[src/rtl/memory_map_multi_if.sv]
// MMIO bus between the host-facing shim and the AFU memory map.
// The host drives reads and writes; the memory map answers with registered read data.
interface mmio_if;
   logic        wr_en;
   logic [15:0] wr_addr;
   logic [63:0] wr_data;
   logic        rd_en;
   logic [15:0] rd_addr;
   logic [63:0] rd_data;

   modport master (
      output wr_en, wr_addr, wr_data, rd_en, rd_addr,
      input  rd_data
   );

   modport slave (
      input  wr_en, wr_addr, wr_data, rd_en, rd_addr,
      output rd_data
   );

   modport user (
      input  wr_en, wr_addr, wr_data, rd_en, rd_addr,
      output rd_data
   );
endinterface

[src/rtl/memory_map_multi.sv]
// Multi-channel AFU memory map: NUM_CH independent channels, each with
// configuration registers, a one-cycle go pulse, sticky done/busy/err status
// (write-1-to-clear) and a saturating go-to-done cycle counter. A global
// window adds a read-only ID register and a broadcast-go register.
module memory_map_multi #(
   parameter int unsigned ADDR_WIDTH = 64,
   parameter int unsigned SIZE_WIDTH = 32,
   parameter int unsigned NUM_CH     = 4,
   parameter logic [15:0] BASE_ADDR  = 16'h0050,
   parameter logic [15:0] CH_STRIDE  = 16'h0010,
   parameter int unsigned CNT_WIDTH  = 32
) (
   input  logic                             clk,
   input  logic                             rst,
   mmio_if.user                             mmio,
   output logic [NUM_CH*ADDR_WIDTH-1:0]     rd_addr,
   output logic [NUM_CH*ADDR_WIDTH-1:0]     wr_addr,
   output logic [NUM_CH*SIZE_WIDTH-1:0]     num_samples,
   output logic [NUM_CH*SIZE_WIDTH-1:0]     collect_cycles,
   output logic [NUM_CH-1:0]                go,
   input  logic [NUM_CH-1:0]                done
);

   // Register offsets within a channel window.
   localparam logic [15:0] OFF_GO   = 16'h0000;
   localparam logic [15:0] OFF_RD   = 16'h0002;
   localparam logic [15:0] OFF_WR   = 16'h0004;
   localparam logic [15:0] OFF_NUM  = 16'h0006;
   localparam logic [15:0] OFF_COLL = 16'h0008;
   localparam logic [15:0] OFF_ST   = 16'h000A;
   localparam logic [15:0] OFF_CNT  = 16'h000C;

   // Global window sits directly after the last channel.
   localparam logic [15:0] GLB_ADDR  = BASE_ADDR + 16'(NUM_CH) * CH_STRIDE;
   localparam logic [15:0] ID_ADDR   = GLB_ADDR + 16'h0000;
   localparam logic [15:0] BCST_ADDR = GLB_ADDR + 16'h0002;
   localparam logic [63:0] ID_VALUE  = {48'h0, 8'h02, 8'(NUM_CH)};

   typedef enum logic {
      IDLE = 1'b0,
      BUSY = 1'b1
   } state_t;

   // Counter increment that sticks at all-ones instead of wrapping.
   function automatic logic [CNT_WIDTH-1:0] sat_inc(input logic [CNT_WIDTH-1:0] v);
      if (&v) begin
         return v;
      end
      return v + CNT_WIDTH'(1);
   endfunction

   logic        bcast_wr;
   logic [63:0] ch_rd_val [NUM_CH];
   logic [63:0] rd_next;

   assign bcast_wr = mmio.wr_en && (mmio.wr_addr == BCST_ADDR);

   for (genvar c = 0; c < NUM_CH; c++) begin : g_ch
      localparam logic [15:0] CB = BASE_ADDR + 16'(c) * CH_STRIDE;

      state_t                  state;
      logic [ADDR_WIDTH-1:0]   rd_addr_q;
      logic [ADDR_WIDTH-1:0]   wr_addr_q;
      logic [SIZE_WIDTH-1:0]   num_q;
      logic [SIZE_WIDTH-1:0]   coll_q;
      logic                    done_q;
      logic                    err_q;
      logic                    go_q;
      logic [CNT_WIDTH-1:0]    cnt_q;

      logic                    sel_go;
      logic                    go_req;
      logic                    cfg_wr;
      logic                    st_wr;
      logic [63:0]             rd_val;

      assign sel_go = mmio.wr_en && (mmio.wr_addr == CB + OFF_GO);
      assign go_req = (sel_go && mmio.wr_data[0]) || (bcast_wr && mmio.wr_data[c]);
      assign cfg_wr = mmio.wr_en && ((mmio.wr_addr == CB + OFF_RD)  ||
                                     (mmio.wr_addr == CB + OFF_WR)  ||
                                     (mmio.wr_addr == CB + OFF_NUM) ||
                                     (mmio.wr_addr == CB + OFF_COLL));
      assign st_wr  = mmio.wr_en && (mmio.wr_addr == CB + OFF_ST);

      // Channel FSM, config registers, sticky status and cycle counter.
      // Status clears are applied before the set events so a set in the
      // same cycle overrides the write-1-to-clear.
      always_ff @(posedge clk or posedge rst) begin
         if (rst) begin
            state     <= IDLE;
            rd_addr_q <= '0;
            wr_addr_q <= '0;
            num_q     <= '0;
            coll_q    <= '0;
            done_q    <= 1'b0;
            err_q     <= 1'b0;
            go_q      <= 1'b0;
            cnt_q     <= '0;
         end else begin
            go_q <= 1'b0;

            if (st_wr) begin
               if (mmio.wr_data[0]) begin
                  done_q <= 1'b0;
               end
               if (mmio.wr_data[2]) begin
                  err_q <= 1'b0;
               end
            end

            case (state)
               IDLE: begin
                  // A done seen while idle is ignored, so a held level cannot retrigger.
                  if (go_req) begin
                     go_q   <= 1'b1;
                     state  <= BUSY;
                     done_q <= 1'b0;
                     cnt_q  <= '0;
                  end
                  if (cfg_wr) begin
                     if (mmio.wr_addr == CB + OFF_RD) begin
                        rd_addr_q <= mmio.wr_data[ADDR_WIDTH-1:0];
                     end
                     if (mmio.wr_addr == CB + OFF_WR) begin
                        wr_addr_q <= mmio.wr_data[ADDR_WIDTH-1:0];
                     end
                     if (mmio.wr_addr == CB + OFF_NUM) begin
                        num_q <= mmio.wr_data[SIZE_WIDTH-1:0];
                     end
                     if (mmio.wr_addr == CB + OFF_COLL) begin
                        coll_q <= mmio.wr_data[SIZE_WIDTH-1:0];
                     end
                  end
               end
               BUSY: begin
                  // The done edge itself does not count, so the count equals the
                  // distance in cycles from the go pulse to the done cycle.
                  if (done[c]) begin
                     state  <= IDLE;
                     done_q <= 1'b1;
                  end else begin
                     cnt_q <= sat_inc(cnt_q);
                  end
                  // Config is frozen during a run; restarts are rejected.
                  if (go_req || cfg_wr) begin
                     err_q <= 1'b1;
                  end
               end
               default: begin
                  state <= IDLE;
               end
            endcase
         end
      end

      // Per-channel read value; zero when the address is not in this window.
      always_comb begin
         rd_val = '0;
         if (mmio.rd_addr == CB + OFF_RD) begin
            rd_val = 64'(rd_addr_q);
         end else if (mmio.rd_addr == CB + OFF_WR) begin
            rd_val = 64'(wr_addr_q);
         end else if (mmio.rd_addr == CB + OFF_NUM) begin
            rd_val = 64'(num_q);
         end else if (mmio.rd_addr == CB + OFF_COLL) begin
            rd_val = 64'(coll_q);
         end else if (mmio.rd_addr == CB + OFF_ST) begin
            rd_val = {61'h0, err_q, (state == BUSY), done_q};
         end else if (mmio.rd_addr == CB + OFF_CNT) begin
            rd_val = 64'(cnt_q);
         end
      end

      assign ch_rd_val[c] = rd_val;

      assign rd_addr[c*ADDR_WIDTH +: ADDR_WIDTH]        = rd_addr_q;
      assign wr_addr[c*ADDR_WIDTH +: ADDR_WIDTH]        = wr_addr_q;
      assign num_samples[c*SIZE_WIDTH +: SIZE_WIDTH]    = num_q;
      assign collect_cycles[c*SIZE_WIDTH +: SIZE_WIDTH] = coll_q;
      assign go[c]                                      = go_q;
   end

   // Read mux: at most one channel window hits, so the values are OR-merged.
   always_comb begin
      rd_next = '0;
      if (mmio.rd_addr == ID_ADDR) begin
         rd_next = ID_VALUE;
      end
      for (int c = 0; c < NUM_CH; c++) begin
         rd_next = rd_next | ch_rd_val[c];
      end
   end

   // Registered read data; holds its value between reads. Sampling the
   // pre-edge register state gives the pre-write value on a same-cycle write.
   always_ff @(posedge clk or posedge rst) begin
      if (rst) begin
         mmio.rd_data <= '0;
      end else if (mmio.rd_en) begin
         mmio.rd_data <= rd_next;
      end
   end

endmodule

[src/flat_wrapper.sv]
// flat-port wrapper written by rule: the top's interface ports become plain ports
module memory_map_multi_flat 
#(
   parameter int unsigned ADDR_WIDTH = 64,
   parameter int unsigned SIZE_WIDTH = 32,
   parameter int unsigned NUM_CH     = 4,
   parameter logic [15:0] BASE_ADDR  = 16'h0050,
   parameter logic [15:0] CH_STRIDE  = 16'h0010,
   parameter int unsigned CNT_WIDTH  = 32
)
  (clk, rst, rd_addr, wr_addr, num_samples, collect_cycles, go, done, mmio_wr_en, mmio_wr_addr, mmio_wr_data, mmio_rd_en, mmio_rd_addr, mmio_rd_data);
  mmio_if mmio_i ();
  input  logic clk;
  input  logic rst;
  output logic [NUM_CH*ADDR_WIDTH-1:0] rd_addr;
  output logic [NUM_CH*ADDR_WIDTH-1:0] wr_addr;
  output logic [NUM_CH*SIZE_WIDTH-1:0] num_samples;
  output logic [NUM_CH*SIZE_WIDTH-1:0] collect_cycles;
  output logic [NUM_CH-1:0] go;
  input  logic [NUM_CH-1:0] done;
  input wire logic [$bits(mmio_i.wr_en)-1:0] mmio_wr_en;
  input wire logic [$bits(mmio_i.wr_addr)-1:0] mmio_wr_addr;
  input wire logic [$bits(mmio_i.wr_data)-1:0] mmio_wr_data;
  input wire logic [$bits(mmio_i.rd_en)-1:0] mmio_rd_en;
  input wire logic [$bits(mmio_i.rd_addr)-1:0] mmio_rd_addr;
  output wire logic [$bits(mmio_i.rd_data)-1:0] mmio_rd_data;
  assign mmio_i.wr_en = mmio_wr_en;
  assign mmio_i.wr_addr = mmio_wr_addr;
  assign mmio_i.wr_data = mmio_wr_data;
  assign mmio_i.rd_en = mmio_rd_en;
  assign mmio_i.rd_addr = mmio_rd_addr;
  assign mmio_rd_data = mmio_i.rd_data;
  memory_map_multi #(.ADDR_WIDTH(ADDR_WIDTH), .SIZE_WIDTH(SIZE_WIDTH), .NUM_CH(NUM_CH), .BASE_ADDR(BASE_ADDR), .CH_STRIDE(CH_STRIDE), .CNT_WIDTH(CNT_WIDTH)) u_core (.clk(clk), .rst(rst), .mmio(mmio_i), .rd_addr(rd_addr), .wr_addr(wr_addr), .num_samples(num_samples), .collect_cycles(collect_cycles), .go(go), .done(done));
endmodule
[config.mk]
export PLATFORM = sky130hd
export DESIGN_NAME = memory_map_multi_flat
export DESIGN_NICKNAME = d
export VERILOG_FILES = /design/src/rtl/memory_map_multi_if.sv /design/src/rtl/memory_map_multi.sv /design/src/flat_wrapper.sv
export SDC_FILE = /design/constraint.sdc
export NUM_CORES = 2
export LEC_CHECK = 0
export ABC_CLOCK_PERIOD_IN_PS = 76700
export CAP_MARGIN = 20
export CORE_MARGIN = 2
export CORE_UTILIZATION = 25
export DETAILED_ROUTE_END_ITERATION = 8
export SYNTH_ARGS = -nofsm -noshare
export SYNTH_HDL_FRONTEND = slang
export SYNTH_SLANG_ARGS = --single-unit
export TNS_END_PERCENT = 30
[constraint.sdc]
create_clock -name clk -period 76.7 [get_ports clk]
set_clock_uncertainty 0.2 [all_clocks]
set_input_delay 15.34 -clock clk [delete_from_list [all_inputs] [get_ports clk]]
set_output_delay 15.34 -clock clk [all_outputs]
set_load 0.005 [all_outputs]
======== Word level (Yosys, flattened, before mapping) ========
Index checks and enable logic that the tools add are counted.
W data, S select, Z words.
word-level totals
  register bits after elaboration ......... 976
  output and inout port bits .............. 836
  logic and storage cells ................. 281
  input port bits ......................... 104
operators by class
  equality and inequality tests ........... 62
  muxes and demuxes ....................... 105
  bitwise gates (word level) .............. 8
  $add $sub $neg .......................... 4
  reduce and logical (&&, ||, !) cells .... 65
operators with widths
  cell                     number
  $mux W64                 20
  $eq A16 B7 Y1 const B    36
  $mux W32                 16
  $pmux W32 S2             4
  $eq A16 B8 Y1 const B    14
  $or A64 B64 Y64          3
  $add A32 B1 Y32 const B  4
  $reduce_and A32 Y1       4
  $or A10 B64 Y64          1
  $reduce_and A3 Y1        20
  $mux W1                  56
  $logic_and A1 B1 Y1      21
  $logic_or A1 B1 Y1       20
  $pmux W1 S2              8
  $ne A3 B3 Y1 const B     4
  $mux W10                 1
  $ne A2 B1 Y1 const B     4
  $ne A2 B2 Y1 const B     4
  $not A1 Y1               4

======== Logic depth before layout (Yosys ltp) ========
  word-level depth ........................ 11
  gate-level depth with buffers ........... 10
  gate-level depth less buffers ........... 7

======== Worst setup path before layout ========
OpenSTA, ideal clock, no wires.
  kind .................................... input -> register
  from .................................... input mmio_wr_addr[13]
  to ...................................... register u_core.g_ch[1].num_q[2]
  setup time .............................. 0.125 ns
  setup slack ............................. 59.161 ns
  arrival time ............................ 17.214 ns
  stages .................................. 6
  cell sequence ........................... or4_1 -> nor3_2 -> nand3b_1 -> nor2_2 -> buf_2 -> mux2_2
between the ends
  word-level cells in the longest chain between the ends .. 6
  elaborated cells on any way between the ends .. 9
  classes of those cells .................. eq/ne (4); reduce/logical (5)
ends and longest elaborated chain
  item                                     line                                            text
  start: declaration                       flat_wrapper.sv:22                              input wire logic [$bits(mmio_i.wr_addr)-1:0] mmio_wr_addr;
  $eq A16 B7 Y1, on equally long branches  memory_map_multi.sv:79, memory_map_multi.sv:80
  $logic_or A1 B1 Y1                       memory_map_multi.sv:79                          assign cfg_wr = mmio.wr_en && ((mmio.wr_addr == CB + OFF_RD) ||
  $logic_or A1 B1 Y1                       memory_map_multi.sv:80                          (mmio.wr_addr == CB + OFF_WR) ||
  $logic_or A1 B1 Y1                       memory_map_multi.sv:81                          (mmio.wr_addr == CB + OFF_NUM) ||
  $logic_and A1 B1 Y1                      memory_map_multi.sv:79
  $reduce_and A3 Y1 (no source line) *     -
  end signal: assignment                   memory_map_multi.sv:128                         num_q <= mmio.wr_data[SIZE_WIDTH-1:0];
  end: declaration                         memory_map_multi.sv:64                          logic [SIZE_WIDTH-1:0] num_q;
Mark *: on every way between the ends. The rest lies on a longest branch, timed or not.
A chain may end at the register's enable or synchronous reset.

==> flow_metrics.env <==
export IMPL_core_area_um2=181000
export IMPL_drv_slew=0
export IMPL_place_detailed_hpwl_um=191000
export IMPL_gp_congestion=0.947
export IMPL_post_cts_resized=0
export IMPL_drv_cap=0
export IMPL_initial_core_util=0.252
export IMPL_crit_buf_inv=6
export IMPL_crit_slowest_cell="buf_4"
export IMPL_layout_drive_gt1_share=0.249
export IMPL_drt_first_iter_violations=4465
export IMPL_critPathRequiredTime_ns=77.26
export IMPL_io_buffers=939
export IMPL_critPathCaptureType="async pin"
export IMPL_grt_antenna_before_repair=18
export IMPL_num_rows=156
export IMPL_wl_per_cell_um=36.0
export IMPL_grt_max_degree=186
export IMPL_multi_input_area_um2=20100
export IMPL_min_period_over_period=0.250
export IMPL_synthArstFlopShare=1.00
export IMPL_synthCells=3702
export IMPL_synth_top_family_by_area="multiplexers"
export IMPL_r2r_cells=5
export IMPL_regArea_um2=24400
export IMPL_via_count=39200
export IMPL_postCtsSetupBuffers=0
export IMPL_setup_violations=0
export IMPL_area_growth_pct=35.4
export IMPL_nets=4721
export IMPL_cellPowerDensity_nw_per_um2=18.2
export IMPL_grt_pass1_vias=38700
export IMPL_cp_common_cell="buf_4"
export IMPL_cts_hold_fix_buffers=0
export IMPL_die_y_um=431
export IMPL_whs_path_depth=1
export IMPL_path_max_fanout=159
export IMPL_layout_min_cycle_time_ns=19.18
export IMPL_synthAdderAreaFrac=0.00110
export IMPL_cts_buffers=110
export IMPL_synth_warnings=0
export IMPL_grt_usage=0.266
export IMPL_ys_seq_elements=976
export IMPL_syn_cell_area_um2=45600
export IMPL_grt_pass1_wl_um=342000
export IMPL_tightest_slew_ns=1.32
export IMPL_synth_compound_area_frac=0.118
export IMPL_synthDistinctLibCells=95
export IMPL_leakage_nw=26.8
export IMPL_yosys_area_share_simple=0.0960
export IMPL_hold_path_class="register to register"
export IMPL_synth_area_top_cells="dfrtp_1 (54%), mux2_2 (18%), a22oi_1 (1.9%), nor2_1 (1.9%), o21ai_0 (1.6%)"
export IMPL_fill_cells=18000
export IMPL_dr_pass1_iters=6
export IMPL_cts_tree="yes"
export IMPL_r2r_setup_slack_ns=73.01
export IMPL_critPathTopFamily="buffers and inverters"
export IMPL_synth_xor_area_share=0.0198
export IMPL_crit_arrival_ns=19.73
export IMPL_crit_type="input pin to async pin"
export IMPL_synth_area_leader_cell="dfrtp_1"
export IMPL_syn_avg_cell_area_um2=12.3
export IMPL_syn_nets=3810
export IMPL_dieArea_um2=186000
export IMPL_cts_max_path_buffers=3
export IMPL_rr_endpoint="u_core.g_ch[2].wr_addr_q[26]"
export IMPL_muxShareOfSynthArea=0.199
export IMPL_ant_nets=0
export IMPL_overflow=0
export IMPL_max_stage_delay_ns=0.82
export IMPL_wirelength_um=255000
export IMPL_hold_viol=0
export IMPL_r2r_start="u_core.g_ch[2].state"
export IMPL_rsz0062_at_grt="no"
export IMPL_die_w_um=431
export IMPL_synth_ff_type="dfrtp_1"
export IMPL_finalPower_mw=1.12
export IMPL_cts_htree_levels=3
export IMPL_hold_end="u_core.mmio.rd_data[41]"
export IMPL_peakVddDrop_mv=0.0167
export IMPL_viasPerCell=5.54
export IMPL_clock_sinks=976
export IMPL_timing_fmax_mhz=52.1
export IMPL_relSlewSlack=0.123
export IMPL_synth_seq_area_share=0.536
export IMPL_synth_edf_count=0
export IMPL_setup_worst_path_start_class="input pin"
export IMPL_synth_top_area_share=0.536
export IMPL_io_pins=940
export IMPL_clock_latency_ns=0.76
export IMPL_ctsRootBufferMaster="clkbuf_16"
export IMPL_worstPathCellList="clkdlybuf4s50_1 -> inv_8 -> buf_4 -> buf_4 -> buf_12 -> buf_4"
export IMPL_setup_tns_final_ns=0
export IMPL_status="finished, final reports clean"
export IMPL_drc_errors=0
export IMPL_hp_start="u_core.mmio.rd_data[41]"
export IMPL_clk_pin_slew_ns=0.06
[through the flow]
stage          std cells  utilization  worst slack [ns]  area [um2]  hold slack (ns)
2_1_floorplan       3702            -             33.70       45600            0.265
3_3_place_gp        6867        0.320             56.72       57900            0.264
3_5_place_dp        6869        0.320             56.69       57900            0.268
4_1_cts             7075        0.341             57.52       61600            0.287
5_1_grt             7077        0.341             57.03       61700            0.302
6_report            7080        0.341             57.52       61700            0.286
[synth_stat cells, drive strengths merged, types with 9 or more instances]
library cell and instances:
a221oi 62, nor3 71, and4 19, a41oi 24, a21oi 96, and3 24
or3 33, o31ai 10, o21a 12, dfrtp 976, nand4 48, nor3b 9
a21o 19, nand3 73, xor2 39, a31oi 28, o211ai 25, or4 9
a22oi 113, mux2i 38, a211oi 16, inv 27, nor4 45, nor2b 10
o2111ai 13, buf 149, a222oi 40, o21ai 144, mux2 772, xnor2 64
nor2 240, a22o 46, nand2b 14, nand2 149, clkbuf 117, o32a 25
[worst max path at each step]
stage / endpoint / startpoint / depth (start not counted) / slack [ns]
after floorplan: u_core.g_ch[0].cnt_q[0] / rst / 1 / 33.70
final: u_core.g_ch[2].cnt_q[12] / rst / 6 / 57.52
after global routing: u_core.g_ch[2].cnt_q[7] / rst / 6 / 57.03
after CTS: u_core.g_ch[1].cnt_q[5] / rst / 6 / 57.52
after global placement: u_core.g_ch[2].cnt_q[31] / rst / 6 / 56.72
after detailed placement: u_core.g_ch[2].cnt_q[11] / rst / 6 / 56.69
[where the power goes]
part           switching [mW]  total [mW]  internal (mW)
logic                  0.0411      0.0561         0.0150
clock network           0.236       0.548          0.312
registers             0.00214       0.519          0.517
total                   0.279        1.12          0.844
[per-layer routing]
layer	wire length, um	global-route usage	up-vias
met5	27	0	-
met4	21300	0.189	4
met3	21200	0.0637	636
met2	122000	0.442	2282
met1	90100	0.299	20500
li1	-	-	15800
[layout by cell type, fill, tap and decap left out, types with 20 or more instances in the layout]
cell / synthesis / routed
nand3_1: 71 / 71
o211ai_1: 25 / 25
mux2_1: 31 / 31
clkbuf_16: 0 / 112
xnor2_1: 64 / 64
a22oi_1: 113 / 113
buf_4: 20 / 121
inv_1: 26 / 25
a22o_1: 41 / 41
clkinv_2: 0 / 24
nor3_1: 58 / 52
a221oi_1: 59 / 58
and3_1: 24 / 24
nor4_1: 24 / 22
clkdlybuf4s50_1: 0 / 934
o21ai_0: 143 / 143
mux2i_1: 38 / 38
or3_1: 33 / 33
dfrtp_1: 976 / 976
nor2_1: 226 / 213
xor2_1: 39 / 39
o32a_1: 25 / 25
a222oi_1: 40 / 40
mux2_2: 741 / 741
nor2_4: 4 / 21
nand2_1: 148 / 148
a31oi_1: 28 / 28
clkbuf_1: 116 / 20
clkbuf_8: 0 / 31
nand4_1: 48 / 48
a21oi_1: 96 / 96
[kinds of logic after synthesis]
logic type	Yosys count
AO/OA/AOI/OAI	729
AND/OR/NAND/NOR	787
multiplexers	810
XOR/XNOR	103
adder cells (fa/ha/maj)	4
buffers and inverters	293
flip-flops	976
[sequential cells by signal, indices dropped and copies added (netlist names)]
register,cells
u_core.g_ch.err_q,4
u_core.g_ch.num_q,128
u_core.g_ch.coll_q,128
u_core.g_ch.go_q,4
u_core.g_ch.rd_addr_q,256
u_core.g_ch.wr_addr_q,256
u_core.g_ch.done_q,4
u_core.g_ch.state,4
u_core.g_ch.cnt_q,128
u_core.mmio.rd_data,64
[cell type report]
class                           instances  share of cell area
Clock inverter                         43             0.00680
Antenna cell                            3            0.000122
Tap cell                             2370              0.0481
Timing Repair Buffer                 1065               0.168
Clock buffer                          163              0.0536
Inverter                               27             0.00179
Multi-Input combinational cell       2433               0.325
Sequential cell                       976               0.396
Note: power is estimated with default switching activity, not from simulation.
